==> config.mk <==
export PLATFORM = sky130hd
export DESIGN_NAME = ram_fifo_ctrl_flat
export DESIGN_NICKNAME = d
export VERILOG_FILES = /design/src/rtl/ram_fifo_pkg.sv /design/src/rtl/ram_fifo_ctrl_if.sv /design/src/rtl/ram_fifo_rd_pipe.sv /design/src/rtl/ram_fifo_ctrl.sv /design/src/flat_wrapper.sv
export SDC_FILE = /design/constraint.sdc
export NUM_CORES = 1
export LEC_CHECK = 0
export CORE_MARGIN = 5
export CORE_UTILIZATION = 54
export CTS_CLUSTER_DIAMETER = 40
export CTS_CLUSTER_SIZE = 12
export DETAILED_ROUTE_END_ITERATION = 10
export PLACE_DENSITY_LB_ADDON = 0.05
export SYNTH_ARGS = -nofsm -noshare
export SYNTH_HDL_FRONTEND = slang
export SYNTH_SLANG_ARGS = --single-unit
==> constraint.sdc <==
create_clock -name clk -period 4.54 [get_ports clk]
set_input_delay 0.908 -clock clk [delete_from_list [all_inputs] [get_ports clk]]
set_output_delay 0.908 -clock clk [all_outputs]
set_load 0.05 [all_outputs]
==> src/rtl/ram_fifo_pkg.sv <==
// ram_fifo_pkg
//  Shared definitions for the RAM-backed FIFO controller: FIFO capacity,
//  the controller state encoding and the RAM rw pin encoding.
package ram_fifo_pkg;

    // FIFO capacity: the whole 1Kx8 RAM is used as ring storage.
    localparam int DEPTH = 1024;

    // Operation driven on the RAM port during the current cycle.
    typedef enum logic [1:0] {
        S_IDLE = 2'd0,
        S_WR   = 2'd1,
        S_RD   = 2'd2
    } state_t;

    localparam logic RW_WRITE = 1'b1;
    localparam logic RW_READ  = 1'b0;

endpackage

==> src/rtl/ram_fifo_ctrl_if.sv <==
// ram_fifo_ctrl_if
//  FIFO-side bundle of the controller.
//  Producer : push_valid, push_data -> push_ready
//  Consumer : pop_req -> pop_ready, pop_data, pop_valid
//  Status   : full, empty, count (occupancy 0..2**ADDR_W)
//  master = the client that pushes and pops; slave = the controller.
interface ram_fifo_ctrl_if #(
    parameter int DATA_W = 8,
    parameter int ADDR_W = 10
);
    logic              push_valid;
    logic [DATA_W-1:0] push_data;
    logic              push_ready;
    logic              pop_req;
    logic              pop_ready;
    logic [DATA_W-1:0] pop_data;
    logic              pop_valid;
    logic              full;
    logic              empty;
    logic [ADDR_W:0]   count;

    modport master (
        output push_valid, push_data, pop_req,
        input  push_ready, pop_ready, pop_data, pop_valid, full, empty, count
    );

    modport slave (
        input  push_valid, push_data, pop_req,
        output push_ready, pop_ready, pop_data, pop_valid, full, empty, count
    );
endinterface

==> src/rtl/ram_fifo_rd_pipe.sv <==
// ram_fifo_rd_pipe
//  Valid-tag delay line RD_LAT+1 stages deep. A tag entered at the edge that
//  issues a RAM read emerges on tag_out while ram_out holds that read's data,
//  so the top can capture it at the following edge.
//  Ports: clk, rst (async, active high), tag_in, tag_out.
module ram_fifo_rd_pipe #(
    parameter int RD_LAT = 1
) (
    input  logic clk,
    input  logic rst,
    input  logic tag_in,
    output logic tag_out
);

    logic [RD_LAT:0] pipe_r;

    // Shift register of read tags; reset flushes any in-flight read.
    always_ff @(posedge clk or posedge rst) begin
        if (rst) begin
            pipe_r <= {(RD_LAT + 1){1'b0}};
        end else begin
            pipe_r[0] <= tag_in;
            for (int i = 1; i <= RD_LAT; i++) begin
                pipe_r[i] <= pipe_r[i-1];
            end
        end
    end

    assign tag_out = pipe_r[RD_LAT];

endmodule

==> src/rtl/ram_fifo_ctrl.sv <==
// ram_fifo_ctrl
//  Turns a single-port synchronous RAM into a circular FIFO. At most one RAM
//  operation issues per cycle; when push and pop both want the port, the
//  grant alternates (the op that did not run last cycle wins).
//  Ports:
//   clk, rst        clock, asynchronous active-high reset
//   fifo            ram_fifo_ctrl_if.slave: push/pop handshakes and status
//   ram_in/addr/rw  registered RAM port (rw: 1=write, 0=read)
//   ram_out         RAM read data, valid RD_LAT cycles after a read address
module ram_fifo_ctrl
    import ram_fifo_pkg::*;
#(
    parameter int DATA_W = 8,
    parameter int ADDR_W = $clog2(DEPTH),
    parameter int RD_LAT = 1
) (
    input  logic              clk,
    input  logic              rst,
    ram_fifo_ctrl_if.slave    fifo,
    output logic [DATA_W-1:0] ram_in,
    output logic [ADDR_W-1:0] ram_addr,
    output logic              ram_rw,
    input  logic [DATA_W-1:0] ram_out
);

    localparam logic [ADDR_W:0]   CNT_FULL = {1'b1, {ADDR_W{1'b0}}};
    localparam logic [ADDR_W:0]   CNT_ZERO = {(ADDR_W + 1){1'b0}};
    localparam logic [ADDR_W:0]   CNT_ONE  = {{ADDR_W{1'b0}}, 1'b1};
    localparam logic [ADDR_W-1:0] PTR_ONE  = {{(ADDR_W - 1){1'b0}}, 1'b1};

    state_t              state_r;
    logic [ADDR_W-1:0]   wr_ptr_r;
    logic [ADDR_W-1:0]   rd_ptr_r;
    logic [ADDR_W:0]     count_r;
    logic                full_r;
    logic                empty_r;
    logic [DATA_W-1:0]   ram_in_r;
    logic [ADDR_W-1:0]   ram_addr_r;
    logic                ram_rw_r;
    logic                pop_valid_r;
    logic [DATA_W-1:0]   pop_data_r;

    logic                want_w_s;
    logic                want_r_s;
    logic                pop_pri_s;
    logic                push_ready_s;
    logic                pop_ready_s;
    logic                push_acc_s;
    logic                pop_acc_s;
    logic [ADDR_W:0]     count_next_s;
    logic                tag_out_s;

    // Arbiter: pop has priority unless the port was reading this cycle.
    // push_acc_s and pop_acc_s are mutually exclusive by construction.
    always_comb begin
        want_w_s = fifo.push_valid & ~full_r;
        want_r_s = fifo.pop_req & ~empty_r;
        if (state_r == S_RD) begin
            pop_pri_s = 1'b0;
        end else begin
            pop_pri_s = 1'b1;
        end
        push_ready_s = ~full_r & ~(want_r_s & pop_pri_s);
        pop_ready_s  = ~empty_r & ~(want_w_s & ~pop_pri_s);
        push_acc_s   = fifo.push_valid & push_ready_s;
        pop_acc_s    = fifo.pop_req & pop_ready_s;
    end

    // Next occupancy; full/empty are registered from it, never from pointers.
    always_comb begin
        count_next_s = count_r;
        if (push_acc_s) begin
            count_next_s = count_r + CNT_ONE;
        end else if (pop_acc_s) begin
            count_next_s = count_r - CNT_ONE;
        end else begin
            count_next_s = count_r;
        end
    end

    // FSM with RAM-port registers, pointers and occupancy. A write is placed
    // on the port at edge k and lands in the RAM at k+1; a pop of that word
    // can at the earliest issue its read at k+1, so no bypass is needed.
    always_ff @(posedge clk or posedge rst) begin
        if (rst) begin
            state_r    <= S_IDLE;
            wr_ptr_r   <= {ADDR_W{1'b0}};
            rd_ptr_r   <= {ADDR_W{1'b0}};
            count_r    <= CNT_ZERO;
            full_r     <= 1'b0;
            empty_r    <= 1'b1;
            ram_in_r   <= {DATA_W{1'b0}};
            ram_addr_r <= {ADDR_W{1'b0}};
            ram_rw_r   <= RW_READ;
        end else begin
            if (push_acc_s) begin
                state_r    <= S_WR;
                ram_rw_r   <= RW_WRITE;
                ram_addr_r <= wr_ptr_r;
                ram_in_r   <= fifo.push_data;
                wr_ptr_r   <= wr_ptr_r + PTR_ONE;
            end else if (pop_acc_s) begin
                state_r    <= S_RD;
                ram_rw_r   <= RW_READ;
                ram_addr_r <= rd_ptr_r;
                rd_ptr_r   <= rd_ptr_r + PTR_ONE;
            end else begin
                // Idle: park the port in read mode so nothing is overwritten.
                state_r    <= S_IDLE;
                ram_rw_r   <= RW_READ;
            end
            count_r <= count_next_s;
            full_r  <= (count_next_s == CNT_FULL);
            empty_r <= (count_next_s == CNT_ZERO);
        end
    end

    ram_fifo_rd_pipe #(
        .RD_LAT (RD_LAT)
    ) u_rd_pipe (
        .clk     (clk),
        .rst     (rst),
        .tag_in  (pop_acc_s),
        .tag_out (tag_out_s)
    );

    // Read return: when the tag emerges ram_out holds the popped word.
    always_ff @(posedge clk or posedge rst) begin
        if (rst) begin
            pop_valid_r <= 1'b0;
            pop_data_r  <= {DATA_W{1'b0}};
        end else begin
            pop_valid_r <= tag_out_s;
            if (tag_out_s) begin
                pop_data_r <= ram_out;
            end else begin
                pop_data_r <= pop_data_r;
            end
        end
    end

    assign fifo.push_ready = push_ready_s;
    assign fifo.pop_ready  = pop_ready_s;
    assign fifo.pop_data   = pop_data_r;
    assign fifo.pop_valid  = pop_valid_r;
    assign fifo.full       = full_r;
    assign fifo.empty      = empty_r;
    assign fifo.count      = count_r;
    assign ram_in          = ram_in_r;
    assign ram_addr        = ram_addr_r;
    assign ram_rw          = ram_rw_r;

endmodule

==> src/flat_wrapper.sv <==
// flat-port wrapper written by rule: the top's interface ports become plain ports
module ram_fifo_ctrl_flat import ram_fifo_pkg::*;
#(
    parameter int DATA_W = 8,
    parameter int ADDR_W = $clog2(DEPTH),
    parameter int RD_LAT = 1
)
  (clk, rst, ram_in, ram_addr, ram_rw, ram_out, fifo_push_valid, fifo_push_data, fifo_pop_req, fifo_push_ready, fifo_pop_ready, fifo_pop_data, fifo_pop_valid, fifo_full, fifo_empty, fifo_count);
  ram_fifo_ctrl_if #(.DATA_W(DATA_W), .ADDR_W(ADDR_W)) fifo_i ();
  input  logic clk;
  input  logic rst;
  output logic [DATA_W-1:0] ram_in;
  output logic [ADDR_W-1:0] ram_addr;
  output logic ram_rw;
  input  logic [DATA_W-1:0] ram_out;
  input wire logic [$bits(fifo_i.push_valid)-1:0] fifo_push_valid;
  input wire logic [$bits(fifo_i.push_data)-1:0] fifo_push_data;
  input wire logic [$bits(fifo_i.pop_req)-1:0] fifo_pop_req;
  output wire logic [$bits(fifo_i.push_ready)-1:0] fifo_push_ready;
  output wire logic [$bits(fifo_i.pop_ready)-1:0] fifo_pop_ready;
  output wire logic [$bits(fifo_i.pop_data)-1:0] fifo_pop_data;
  output wire logic [$bits(fifo_i.pop_valid)-1:0] fifo_pop_valid;
  output wire logic [$bits(fifo_i.full)-1:0] fifo_full;
  output wire logic [$bits(fifo_i.empty)-1:0] fifo_empty;
  output wire logic [$bits(fifo_i.count)-1:0] fifo_count;
  assign fifo_i.push_valid = fifo_push_valid;
  assign fifo_i.push_data = fifo_push_data;
  assign fifo_i.pop_req = fifo_pop_req;
  assign fifo_push_ready = fifo_i.push_ready;
  assign fifo_pop_ready = fifo_i.pop_ready;
  assign fifo_pop_data = fifo_i.pop_data;
  assign fifo_pop_valid = fifo_i.pop_valid;
  assign fifo_full = fifo_i.full;
  assign fifo_empty = fifo_i.empty;
  assign fifo_count = fifo_i.count;
  ram_fifo_ctrl #(.DATA_W(DATA_W), .ADDR_W(ADDR_W), .RD_LAT(RD_LAT)) u_core (.clk(clk), .rst(rst), .fifo(fifo_i), .ram_in(ram_in), .ram_addr(ram_addr), .ram_rw(ram_rw), .ram_out(ram_out));
endmodule
## Yosys cells after proc, flatten, opt, wreduce, memory -nomap -nowiden

Cells that the tools add are included.

| word-level totals | value |
|---|---|
| bits in registers | 65 |
| bits of input ports | 20 |
| output and inout bits | 43 |
| logic and storage cells | 42 |

| operators by class | value |
|---|---|
| add/sub/neg operators | 4 |
| eq/ne operators | 2 |
| muxes and demuxes | 8 |
| bitwise logic cells | 13 |
| reduce and logical (&&, ||, !) cells | 3 |

Operators by type and width:

| cell | number |
|---|---|
| 2-to-1 mux 11 bit | 2 |
| adder 10 x 1 -> 10 bit (second input constant) | 2 |
| 2-to-1 mux 10 bit | 2 |
| adder 11 x 1 -> 11 bit (second input constant) | 1 |
| equality test 11 bit (second input constant) | 1 |
| logical NOT 11 bit | 1 |
| subtractor 11 x 1 -> 11 bit (second input constant) | 1 |
| bitwise AND 1 bit | 8 |
| inverter 1 bit | 5 |
| 2-to-1 mux 2 bit | 2 |
| equality test 2 bit (second input constant) | 1 |
| 2-to-1 mux 1 bit | 2 |
| AND reduction 2 bit | 1 |
| nonzero test 2 bit | 1 |

## Logic depth before layout (Yosys ltp)

Gate-level depths: netlist of run 1.

| logic depth | value |
|---|---|
| depth after elaboration | 9 |
| mapped depth | 8 |
| mapped depth without buffers | 8 |

## Hierarchy

A second synthesis of run 1 with hierarchy kept.

| unflattened totals | value |
|---|---|
| cell total of the unflattened synthesis | 251 |
| area total of the unflattened synthesis | 2,813.9 sq um |

Modules (own cells, without submodules):

| module | instances | cells each | area an instance (sq um) | sequential area each (sq um) |
|---|---|---|---|---|
| ram_fifo_ctrl | 1 | 248 | 2,760.1 | 1,552.7 |
| ram_fifo_rd_pipe | 1 | 3 | 53.8 | 50.0 |

## Worst setup path after synthesis of run 1

No wires, ideal clock.

| timing path | value |
|---|---|
| kind | in2out |
| from | input port fifo_pop_req |
| to | output port fifo_push_ready |
| arrival | 1,889 ps |
| setup slack | 1,743 ps |
| cell stages on the path | 2 |
| cell sequence | and2b_1 a21oi_1 |

| between the ends | value |
|---|---|
| word-level cells in the longest chain between the ends | 4 |

RTL lines:

| what | RTL line | source |
|---|---|---|
| start, declared | flat_wrapper.sv:18 | `input wire logic [$bits(fifo_i.pop_req)-1:0] fifo_pop_req;` |
| bitwise AND 1 bit | ram_fifo_ctrl.sv:57 | `want_r_s = fifo.pop_req & ~empty_r;` |
| bitwise AND 1 bit | ram_fifo_ctrl.sv:63 | `push_ready_s = ~full_r & ~(want_r_s & pop_pri_s);` |
| inverter 1 bit | ram_fifo_ctrl.sv:63 |  |
| bitwise AND 1 bit | ram_fifo_ctrl.sv:63 |  |
| end, declared | flat_wrapper.sv:19 | `output wire logic [$bits(fifo_i.push_ready)-1:0] fifo_push_ready;` |

Every way passes these cells.

## Final worst setup path of run 1

| timing path | value |
|---|---|
| from | input port fifo_push_valid |
| to | output port fifo_pop_ready |

| between the ends | value |
|---|---|
| word-level cells in the longest chain between the ends | 4 |

RTL lines:

| what | RTL line | source |
|---|---|---|
| start, declared | flat_wrapper.sv:16 | `input wire logic [$bits(fifo_i.push_valid)-1:0] fifo_push_valid;` |
| bitwise AND 1 bit | ram_fifo_ctrl.sv:56 | `want_w_s = fifo.push_valid & ~full_r;` |
| bitwise AND 1 bit | ram_fifo_ctrl.sv:64 | `pop_ready_s = ~empty_r & ~(want_w_s & ~pop_pri_s);` |
| inverter 1 bit | ram_fifo_ctrl.sv:64 |  |
| bitwise AND 1 bit | ram_fifo_ctrl.sv:64 |  |
| end, declared | flat_wrapper.sv:20 | `output wire logic [$bits(fifo_i.pop_ready)-1:0] fifo_pop_ready;` |

Every way passes these cells.

==> results of run 1 <==
[cell usage in the layout (no fill, tap or decap), types with 2 or more instances in the layout]
master / netlist / final
or3_1: 2 / 2
nand2b_1: 3 / 3
mux2_2: 18 / 18
a211oi_1: 2 / 2
nand4_1: 7 / 7
nor4_2: 2 / 2
dfrtp_1: 63 / 63
buf_4: 0 / 2
xor2_1: 9 / 9
inv_1: 14 / 13
a222oi_1: 8 / 8
clkdlybuf4s50_1: 0 / 62
clkbuf_8: 0 / 11
bufinv_16: 0 / 2
nand3_1: 7 / 7
nor3_1: 6 / 6
and2_1: 3 / 3
or4_4: 2 / 2
xnor2_1: 19 / 19
and3_1: 2 / 2
nand2_1: 19 / 19
a21oi_1: 3 / 3
nor2_1: 11 / 11
ha_1: 4 / 4
[registers in the layout, indices dropped and copies added (netlist names)]
| register | cells |
|---|---|
| u_core.fifo.full | 1 |
| u_core.fifo.empty | 1 |
| u_core.wr_ptr_r | 10 |
| u_core.fifo.count | 11 |
| u_core.ram_addr | 10 |
| u_core.u_rd_pipe.pipe_r | 2 |
| u_core.fifo.pop_data | 8 |
| u_core.rd_ptr_r | 10 |
| u_core.state_r | 2 |
| u_core.fifo.pop_valid | 1 |
| u_core.ram_in | 8 |
[synth_stat cells (2+ instances only)]
cell type,number
a211oi_1,2
a21oi_1,3
a222oi_1,8
and2_1,3
and3_1,2
buf_2,2
clkbuf_1,5
dfrtp_1,63
ha_1,4
inv_1,14
mux2_2,18
nand2_1,19
nand2b_1,3
nand3_1,7
nand4_1,7
nor2_1,11
nor3_1,6
nor4_2,2
or3_1,2
or4_4,2
xnor2_1,19
xor2_1,9
[worst max-delay path, cell delays in order]
cell	delay, ns
clkdlybuf4s50_1	0.48
and4bb_1	0.44
nor2_1	0.07
clkdlybuf4s50_1	0.71
[report_power, final]
group	internal [mW]	leakage [nW]	total [mW]	switching [mW]
Combinational	0.364	0.722	0.942	0.578
Clock	0.336	0.112	0.542	0.207
Sequential	0.722	0.786	0.915	0.193
[worst min path at each step]
stage	startpoint	cells past startpoint	to
floorplan	u_core.u_rd_pipe.pipe_r[0]	0	u_core.u_rd_pipe.pipe_r[1]
global placement	u_core.u_rd_pipe.pipe_r[0]	0	u_core.u_rd_pipe.pipe_r[1]
detailed placement	u_core.u_rd_pipe.pipe_r[0]	0	u_core.u_rd_pipe.pipe_r[1]
CTS	u_core.u_rd_pipe.pipe_r[0]	0	u_core.u_rd_pipe.pipe_r[1]
global route	u_core.u_rd_pipe.pipe_r[0]	0	u_core.u_rd_pipe.pipe_r[1]
finish	u_core.u_rd_pipe.pipe_r[0]	0	u_core.u_rd_pipe.pipe_r[1]
[cells by family after synthesis]
family | Yosys count | share of synthesized area [%]
simple gates | 74 | 14.99
flops | 64 | 56.16
xor+xnor | 28 | 8.593
compound gates | 24 | 7.278
buf+inv | 23 | 3.376
mux | 20 | 7.847
fa+ha+maj | 4 | 1.754
[layer usage]
layer / wire length, µm / global-route usage (%)
met1: 2541 / 24.02
met2: 2990 / 33.17
met3: 237 / 4.772
met4: 106 / 9.150
met5: 0 / 0
[through the flow]
step | total power [mW] | setup WS [ns] | area (µm²) | util [%] | std cells
global route | 2.528 | 0.9560 | 3754 | 73.49 | 377
CTS | 2.417 | 1.029 | 3754 | 73.49 | 377
global placement | 1.851 | 1.037 | 3533 | 69.18 | 362
floorplan | 1.554 | 1.743 | 2854 | - | 237
finish | 2.400 | 1.034 | 3754 | 73.49 | 377
detailed placement | 1.865 | 1.028 | 3533 | 69.18 | 362
[final cells by class]
cell class | instances | area [µm²]
clock buffers | 12 | 155.1
clock inverters | 3 | 65.06
fillers | 390 | 1354
inverters | 14 | 52.55
multi-input cells | 150 | 1155
flip-flops and latches | 64 | 1603
well taps | 70 | 87.58
repair buffers | 64 | 635.6
==> results.json, run 1 <==
{
  "portBuffers": 62,
  "antenna_left": 0,
  "die_area_um2": 6839,
  "post_cts_resized": 0,
  "worstPathArrival_ns": 2.60,
  "setup_viol": 0,
  "power.leakage_nw": 1.621,
  "dr.pass1.iters": 4,
  "crit_required_ns": 3.63,
  "clock_sinks": 64,
  "path_class": "in2out",
  "yosys-top-cells-area": "dfrtp_1 55%, mux2_2 7.1%, xnor2_1 5.8%",
  "grt_usage_pct": 19.77,
  "finalHoldViolCount": 0,
  "postCtsSetupBuffers": 0,
  "grt_max_degree": 35,
  "netlist_area_um2": 2854,
  "postRouteWirelength_mm": 5.875,
  "drcViolationCount": 0,
  "drive_above_1_share_pct": 14.98,
  "cts_tree": "yes",
  "skew_ns": 0.008587,
  "die_w_um": 82.70,
  "cts_max_path_buffers": 2,
  "grt_pass1_vias": 2177,
  "core_um2": 5107,
  "initial_core_util_pct": 55.88,
  "viasPerCell": 5.477,
  "fin_hold_ws_ns": 0.3492,
  "avgRoutedWirePerCell_um": 15.58,
  "vias": 2065,
  "start_kind": "input port",
  "root_buffer": "clkbuf_8",
  "ys_seq_area_share_pct": 56.16,
  "r2r-end": "u_core.fifo.full",
  "synth_seq_cells": 64,
  "rr_worst_depth": 6,
  "placement_rows": 26,
  "yosys.area.top_type_share_pct": 55.24,
  "regToRegStartpoint": "u_core.fifo.empty",
  "hold_buffers": 0,
  "cp-startpoint": "fifo_push_valid",
  "cap_violations": 0,
  "nNetsFinal": 327,
  "final.period_utilization_pct": 77.23,
  "syn_avg_cell_area_um2": 12.04,
  "antenna_found_initial": 0,
  "routabilityCongestion": 0.8385,
  "grt_pass1_wl_mm": 9.998,
  "slew_viol_final": 0,
  "max-vdd-ir-drop_mv": 0.4140,
  "drtIter0Drc": 129,
  "tightest_slew_ns": 0.6707,
  "htree_levels": 3,
  "syn_to_final_growth_pct": 31.52,
  "cts_buffers": 9,
  "yosysTopAreaCell": "dfrtp_1",
  "worstPathMaxFanout": 9,
  "overflow": 0,
  "synthCells": 237,
  "cts.clk_slew.worst_paths_ns": 0.06,
  "rsz0062_at_grt": "no",
  "place_hpwl_mm": 4.151,
  "tns_ns": 0,
  "die_h_um": 82.70,
  "hold_path_class": "reg2reg",
  "relSlewSlack_pct": 55.22,
  "p_per_area_nw_per_um2": 639.3,
  "endpoint_kind": "output pin",
  "ys_warn_count": 0,
  "cp-endpoint": "fifo_pop_ready",
  "synth.distinct_cells": 48,
  "async_reset_ff_share_pct": 100.0,
  "reg2reg_setup_slack_ns": 2.06,
  "synth_edf_count": 0,
  "synth-main-ff-cell": "dfrtp_1",
  "antennaDiodeCount": 0,
  "synth_nets": 261,
  "ios": 63,
  "outcome": "finished clean",
  "finalCriticalPeriod_ns": 3.506,
  "worstSkewPairLatency_ns": 0.34,
  "max_freq_ghz": 0.2852
}
Note: power is estimated with default switching activity, not from simulation.
==> inputs of run 2 (changes only) <==
CORE_UTILIZATION = 50   (was 54)
clock period = 3.4 ns   (was 4.54 ns; I/O delays follow)
==> run 2 against run 1 <==
Effect of this change:
- sequential power is 33% higher
- largest power group unchanged
- power is 29% higher
- utilization down 6.1 points
==> results.json, run 2 (synthesized netlist as in run 1, its figures left out) <==
{
  "outcome": "finished clean",
  "place_hpwl_mm": 4.356,
  "finalCriticalPeriod_ns": 3.040,
  "tightest_slew_ns": 0.7590,
  "antennaDiodeCount": 0,
  "worstPathArrival_ns": 2.36,
  "core_um2": 5540,
  "grt_pass1_vias": 2027,
  "finalHoldViolCount": 0,
  "drtIter0Drc": 125,
  "postCtsSetupBuffers": 0,
  "worstPathMaxFanout": 9,
  "die_area_um2": 7319,
  "setup_ws_ns": 0.3601,
  "largest_reg_flops": 11,
  "stdcell_count": 381,
  "cp-startpoint": "fifo_push_valid",
  "cp-endpoint": "fifo_pop_ready",
  "layout_common_cells": "63 x dfrtp_1, 61 x clkdlybuf4s50_1, 19 x xnor2_1, 19 x nand2_1, 18 x mux2_2",
  "place_ws_ns": 0.3359,
  "path_class": "in2out",
  "drcViolationCount": 0,
  "avgRoutedWirePerCell_um": 15.44,
  "r2r-end": "u_core.fifo.full",
  "reg2reg_setup_slack_ns": 0.87,
  "htree_levels": 3,
  "overflow": 0,
  "endpoint_kind": "output pin",
  "slew_viol_final": 0,
  "mostFrequentLayoutCell": "dfrtp_1",
  "max-vdd-ir-drop_mv": 0.4577,
  "cap_violations": 0,
  "worstSkewPairLatency_ns": 0.34,
  "skew_ns": 0.007012,
  "final.period_utilization_pct": 89.41,
  "vias": 2037,
  "root_buffer": "clkbuf_8",
  "rr_worst_depth": 6,
  "grt_max_degree": 39,
  "tns_ns": 0,
  "p_per_area_nw_per_um2": 830.1,
  "grt_pass1_wl_mm": 9.853,
  "die_h_um": 85.55,
  "hold_path_depth": 0,
  "hold_buffers": 0,
  "routabilityCongestion": 0.7990,
  "cts_max_path_buffers": 2,
  "dr.pass1.iters": 5,
  "grt_usage_pct": 17.42,
  "antenna_found_initial": 0,
  "place_inst": 366,
  "rsz0062_at_grt": "no",
  "cts.clk_slew.worst_paths_ns": 0.06,
  "antenna_left": 0,
  "drive_above_1_share_pct": 15.53,
  "ios": 63,
  "postRouteWirelength_mm": 5.882,
  "syn_to_final_growth_pct": 30.91,
  "power.leakage_nw": 1.611,
  "die_w_um": 85.55,
  "nNetsFinal": 329,
  "crit_required_ns": 2.72,
  "initial_core_util_pct": 51.51,
  "relSlewSlack_pct": 49.33,
  "hold_path_class": "reg2reg",
  "clock_sinks": 64,
  "fin_util_pct": 67.43,
  "cts_tree": "yes",
  "cts_buffers": 9,
  "setup_viol": 0,
  "start_kind": "input port",
  "placement_rows": 27,
  "portBuffers": 62,
  "post_cts_resized": 0,
  "total_power_mw": 3.101,
  "viasPerCell": 5.346,
  "max_freq_ghz": 0.3290,
  "regToRegStartpoint": "u_core.fifo.count[5]"
}
run 2: cell count changes in the layout (fill, tap and decap cells not counted), sizes merged:
| cell | before | now |
|---|---|---|
| bufinv | 2 | 1 |
| clkdlybuf4s50 | 62 | 61 |
| clkinvlp | 0 | 1 |
| buf | 2 | 5 |
run 2: worst max-delay path, stage by stage:
cell             delay [ns]
clkdlybuf4s50_1        0.47
and4bb_1               0.44
nor2_1                 0.07
clkdlybuf4s50_1        0.71
run 2: how the worst min path moves through the flow:
stage / end / start / slack, ns
after global placement: u_core.u_rd_pipe.pipe_r[1] / u_core.u_rd_pipe.pipe_r[0] / 0.33
after CTS: u_core.u_rd_pipe.pipe_r[1] / u_core.u_rd_pipe.pipe_r[0] / 0.35
after global routing: u_core.u_rd_pipe.pipe_r[1] / u_core.u_rd_pipe.pipe_r[0] / 0.36
final: u_core.u_rd_pipe.pipe_r[1] / u_core.u_rd_pipe.pipe_r[0] / 0.35
after detailed placement: u_core.u_rd_pipe.pipe_r[1] / u_core.u_rd_pipe.pipe_r[0] / 0.34
after floorplan: u_core.u_rd_pipe.pipe_r[1] / u_core.u_rd_pipe.pipe_r[0] / 0.33
run 2: final cells by class:
| cell class | instances | area (µm²) |
|---|---|---|
| Fill cell | 424 | 1804 |
| Sequential cell | 64 | 1603 |
| Multi-Input combinational cell | 150 | 1155 |
| Timing Repair Buffer | 66 | 648.1 |
| Clock buffer | 12 | 145.1 |
| Tap cell | 72 | 90.09 |
| Inverter | 14 | 52.55 |
| Clock inverter | 3 | 42.54 |
run 2: metrics by stage:
step                instance area, µm²  hold WS (ns)
global route                      3736        0.3575
global placement                  3548        0.3315
floorplan                         2854        0.3312
detailed placement                3548        0.3372
finish                            3736        0.3492
CTS                               3736        0.3513
run 2: power by group:
group / internal [mW] / switching [mW] / total, mW
Sequential: 0.964 / 0.251 / 1.22
Combinational: 0.488 / 0.778 / 1.27
Clock: 0.354 / 0.267 / 0.620
run 2: metal layers:
layer  vias to the layer above  global-route usage (%)  share of wire (%)
li1                        980                       -                  -
met1                      1002                   22.46                 45
met2                        49                   27.19                 48
met3                         6                   6.724                5.9
met4                         0                   5.468               0.88
met5                         -                       0                  0
